File: config.mk
export PLATFORM = sky130hd
export DESIGN_NAME = lfsr_rr_ctrl
export DESIGN_NICKNAME = d
export VERILOG_FILES = /design/src/rtl/lfsr_rr_ctrl.sv
export SDC_FILE = /design/constraint.sdc
export NUM_CORES = 1
export LEC_CHECK = 0
export ABC_AREA = 1
export BUFFER_PORTS_ARGS = -buffer_cell sky130_fd_sc_hd__buf_2
export CAP_MARGIN = 20
export CELL_PAD_IN_SITES_DETAIL_PLACEMENT = 0
export CELL_PAD_IN_SITES_GLOBAL_PLACEMENT = 1
export CORE_MARGIN = 2
export CORE_UTILIZATION = 40
export DETAILED_ROUTE_END_ITERATION = 8
export HOLD_SLACK_MARGIN = 0.05
export PLACE_DENSITY_LB_ADDON = 0.1
export SLEW_MARGIN = 5
export SYNTH_ARGS = -nofsm -noshare
export SYNTH_HDL_FRONTEND = slang
export SYNTH_SLANG_ARGS = --single-unit
File: constraint.sdc
create_clock -name clk_i -period 3.8 [get_ports clk_i]
set_input_delay 0.38 -clock clk_i [delete_from_list [all_inputs] [get_ports clk_i]]
set_output_delay 0.38 -clock clk_i [all_outputs]
set_load 0.05 [all_outputs]
File: src/rtl/lfsr_rr_ctrl.sv
// lfsr_rr_ctrl: one Fibonacci LFSR shared by two requesters.
// A round-robin arbiter picks a requester. The LFSR then shifts STEPS times.
// The resulting word is returned on a valid/ready channel, tagged with the winner ID.
// Seed loads are accepted only while idle.
// Optional build macro: LFSR_CTRL_FREERUN_EN. When defined, the LFSR also shifts
// in every IDLE cycle that has no seed load.
module lfsr_rr_ctrl #(
  parameter int                LENGTH = 8,
  parameter logic [LENGTH-1:0] TAPS   = 8'hB8,
  parameter logic [LENGTH-1:0] SEED   = 8'h01,
  parameter int                STEPS  = 8
) (
  input  logic              clk_i,
  input  logic              rst_i,
  input  logic              seed_we_i,
  input  logic [LENGTH-1:0] seed_in_i,
  input  logic [1:0]        req_i,
  output logic [1:0]        gnt_o,
  output logic              rnd_valid_o,
  input  logic              rnd_ready_i,
  output logic [LENGTH-1:0] rnd_data_o,
  output logic              rnd_id_o,
  output logic              busy_o
);

  typedef enum logic [1:0] {
    S_IDLE    = 2'd0,
    S_STEP    = 2'd1,
    S_PRESENT = 2'd2
  } state_e;

  state_e            fsm_q, fsm_d;
  logic [LENGTH-1:0] lfsr_q, lfsr_d;
  logic [LENGTH-1:0] data_q, data_d;
  logic [7:0]        cnt_q, cnt_d;
  logic              ptr_q, ptr_d;     // requester favoured when both request
  logic [1:0]        gnt_q, gnt_d;
  logic              id_q, id_d;
  logic              valid_q, valid_d;
  logic [LENGTH-1:0] lfsr_next;
  logic              win;

  // One Fibonacci shift. A non-zero state never maps to zero.
  assign lfsr_next = {lfsr_q[LENGTH-2:0], ^(lfsr_q & TAPS)};

  // State register with synchronous reset.
  always_ff @(posedge clk_i) begin
    if (rst_i) begin
      fsm_q   <= S_IDLE;
      lfsr_q  <= SEED;
      data_q  <= '0;
      cnt_q   <= '0;
      ptr_q   <= 1'b0;
      gnt_q   <= '0;
      id_q    <= 1'b0;
      valid_q <= 1'b0;
    end else begin
      fsm_q   <= fsm_d;
      lfsr_q  <= lfsr_d;
      data_q  <= data_d;
      cnt_q   <= cnt_d;
      ptr_q   <= ptr_d;
      gnt_q   <= gnt_d;
      id_q    <= id_d;
      valid_q <= valid_d;
    end
  end

  // Next-state logic: arbitration, stepping and the output handshake.
  always_comb begin
    fsm_d   = fsm_q;
    lfsr_d  = lfsr_q;
    data_d  = data_q;
    cnt_d   = cnt_q;
    ptr_d   = ptr_q;
    gnt_d   = '0;            // grant is a one-cycle pulse
    id_d    = id_q;
    valid_d = valid_q;
    win     = 1'b0;
    case (fsm_q)
      S_IDLE: begin
        if (seed_we_i) begin
          // A seed load wins over requests. A zero seed would lock up the LFSR.
          lfsr_d = (seed_in_i == '0) ? SEED : seed_in_i;
        end else begin
`ifdef LFSR_CTRL_FREERUN_EN
          lfsr_d = lfsr_next;
`else
          lfsr_d = lfsr_q;
`endif
          if (|req_i) begin
            win   = (req_i == 2'b11) ? ptr_q : req_i[1];
            gnt_d = win ? 2'b10 : 2'b01;
            id_d  = win;
            cnt_d = 8'(STEPS - 1);
            fsm_d = S_STEP;
          end
        end
      end
      S_STEP: begin
        lfsr_d = lfsr_next;
        cnt_d  = cnt_q - 8'd1;
        if (cnt_q == 8'd0) begin
          cnt_d   = 8'd0;
          data_d  = lfsr_next;
          valid_d = 1'b1;
          fsm_d   = S_PRESENT;
        end
      end
      S_PRESENT: begin
        if (rnd_ready_i) begin
          valid_d = 1'b0;
          ptr_d   = ~id_q;     // the next tie goes to the other requester
          fsm_d   = S_IDLE;
        end
      end
      default: fsm_d = S_IDLE;
    endcase
  end

  assign gnt_o       = gnt_q;
  assign rnd_valid_o = valid_q;
  assign rnd_data_o  = data_q;
  assign rnd_id_o    = id_q;
  assign busy_o      = (fsm_q != S_IDLE);

endmodule

==> impl_results.md <==
- TNS Setup: 0 ns
- Row Count: 22
- Commonest non-fill, non-tap cells in the layout: nand2_1, dfxtp_1, buf_2
- Top fanout value on the critical path: 14
- Die area: 4500 um2
- Global-route wire length before repair: 5430 um
- Multi-input logic area: 802 um2
- Clk sinks: 31
- Hold Slack: 0.369 ns
- Hold Violations, Final: 0
- Commonest non-fill, non-tap cell in the layout: nand2_1
- CP Capture Type: register
- Critical Path Start Type: register
- Critical path class: register to register
- Synthesized cell area: 1590 um2
- Number of library cell types mapped by synthesis: 33
- Routability cong.: 0.761
- Synth-to-layout area growth: 14.5%
- Reg2reg start: cnt_q[0]$_SDFFE_PP0P_
- Flop-to-flop setup slack: 2.18 ns
- Outcome: completed
- CP Launch Point: cnt_q[0]$_SDFFE_PP0P_
- Max_slew headroom: 62.6%
- Vias in the first global route: 1,274
- # IOs: 27
- Vias per Instance: 4.94
- Ant. Diodes: 0
- ANT nets after route: 0
- CTS tree: done
- FF-to-FF path depth: 7
- Hold Path Stages: 3
- Synthesis Warnings: 0
- Tmin final: 1.62 ns
- CTS Hold Bufs: 0
- Fmax: 618 MHz
- Largest net degree at the start of global routing: 20
- Port Buffer Count: 26
- Post-synth EDFFs: 0
- Initial Util: 42.5%
- Share of cells above drive strength 1: 30.2%
- WL final: 3240 um
- Worst min path class: input pin to register
- Max Clock Skew: 0.00675 ns
- Total Routing Usage GR: 16.3%
- Postcts setup bufs: 0
- Pleak: 0.808 nW
- Hold Crit Endpoint: lfsr_q[4]$_SDFFE_PP0P_
- Global route total overflow: 0
- RSZ-0062 raised after global routing: no
- Pwr Density: 709 nW/um2
- Ys async rst share: 0%
- Initial antenna violation count: 0
- NumNets Final: 246
- CP Data Required Time: 3.97 ns
- Iteration-0 DRC Markers: 42
- Die width: 67.1 um
- Worst r2r dst: cnt_q[3]$_SDFFE_PP0P_
- Worst skew pair latency: 0.28 ns
- Slew Limit Fails: 0
- Final Setup Violations: 0
- Post-synth top flop: dfxtp_1
- Drc violations: 0
- Syn Nets: 221
- Avg Inst Size Synth: 7.73 um2
- Final Cycle Share: 42.6%
- Worst path arrival time: 1.78 ns
- Filler cells: 405
- Worst vdd ir: 0.237 mV
- #FFs+latches synth: 31
- Hold_sp: seed_in_i[4]
- Root buffer cell: clkbuf_8
- H-tree levels: 2
- HPWL Detailed: 2340 um
- Max Cap Viol: 0
- CTS Buffer Depth: 2
- Worst-margin pin slew: 0.557 ns
- Seq/Total Area, Yosys: 39.0%
- Gate Count Post-Synth: 206
- DR vias: 1,383
- Total CTS buffers: 5
- Flip-flop and latch area: 621 um2
- DRT Pass-1 Iters: 4
- Die H: 67.1 um
- DR WL/cell: 11.6 um
- Resized Gates After CTS: 0
- Clock-pin slew on the worst setup and hold paths: 0.07 ns
- Placeable Area: 3740 um2
-- stage by stage --
| stage | worst slack, ns | util (%) | instance area [um2] | total power [mW] | instances |
|---|---|---|---|---|---|
| finish | 2.18 | 48.7 | 1820 | 1.29 | 280 |
| global route | 2.03 | 48.7 | 1820 | 1.38 | 280 |
| CTS | 2.17 | 48.7 | 1820 | 1.30 | 280 |
| detailed placement | 2.11 | 45.6 | 1710 | 0.965 | 272 |
| global placement | 2.16 | 45.6 | 1710 | 0.959 | 272 |
| floorplan | 2.50 | - | 1590 | 0.910 | 206 |
-- synth_stat cells (3+ instances only) --
cell	number	area share, %
nand3_2	5	3.1
a21oi_2	8	4.4
a31oi_1	7	2.7
o21ai_0	10	3.1
nand2_4	3	2.1
dfxtp_1	31	39
a21oi_1	10	3.1
nand2_1	35	8.2
inv_2	5	1.2
inv_1	17	4.0
nand3_1	16	5.0
nand2_2	9	3.5
buf_4	3	1.4
o21ai_1	4	1.3
nor2_1	21	4.9
-- where the power goes --
| group | internal (mW) | switching (mW) |
|---|---|---|
| clock | 0.212 | 0.122 |
| combinational | 0.157 | 0.355 |
| sequential | 0.387 | 0.0585 |
| total | 0.756 | 0.536 |
-- final cells by class --
cell class	instances	area share, %
clock inverters	2	1.92
flip-flops and latches	31	34.0
clock buffers	6	4.53
well taps	48	3.29
inverters	24	5.08
repair buffers	26	7.14
multi-input cells	143	44.0
-- worst max-delay path: stages (launching register included) --
cell and delay (ns):
dfxtp_1 0.31, inv_1 0.10, ha_1 0.21, nand3_2 0.13, nor2_4 0.33, nand2_4 0.20
nand3_1 0.17, a21oi_2 0.05
-- how the worst max path moves through the flow --
stage	endpoint	slack, ns
after CTS	cnt_q[3]$_SDFFE_PP0P_	2.17
after global routing	cnt_q[3]$_SDFFE_PP0P_	2.03
after detailed placement	rnd_id_o$_SDFFE_PP0P_	2.11
final	cnt_q[3]$_SDFFE_PP0P_	2.18
after global placement	fsm_q[0]$_SDFFE_PP0P_	2.16
after floorplan	rnd_data_o[0]$_SDFFE_PP0P_	2.50
-- sequential cells by signal (all words and copies together) (netlist names) --
signal and cells:
lfsr_q 8, rnd_data_o 8, cnt_q 8, rnd_valid_o 1, gnt_o 2, ptr_q 1
rnd_id_o 1, fsm_q 2
-- cells by family after synthesis --
| family | count (synthesis) | share of synthesized area, % |
|---|---|---|
| AOI/OAI and AO/OA | 41 | 16.3 |
| buffers and inverters | 32 | 10.7 |
| and+or+nand+nor | 97 | 31.1 |
| DFF | 31 | 39.0 |
| xor gates and xnor gates | 4 | 2.20 |
| adders and majority gates | 1 | 0.785 |
-- routing by layer --
layer  global-route usage [%]  part of all wire (%)
met1                     20.9                    50
met2                     24.9                    42
met3                     4.56                   6.5
met4                     8.16                   1.6
met5                        0                     0
No activity file was read; power rests on OpenSTA's default activity.
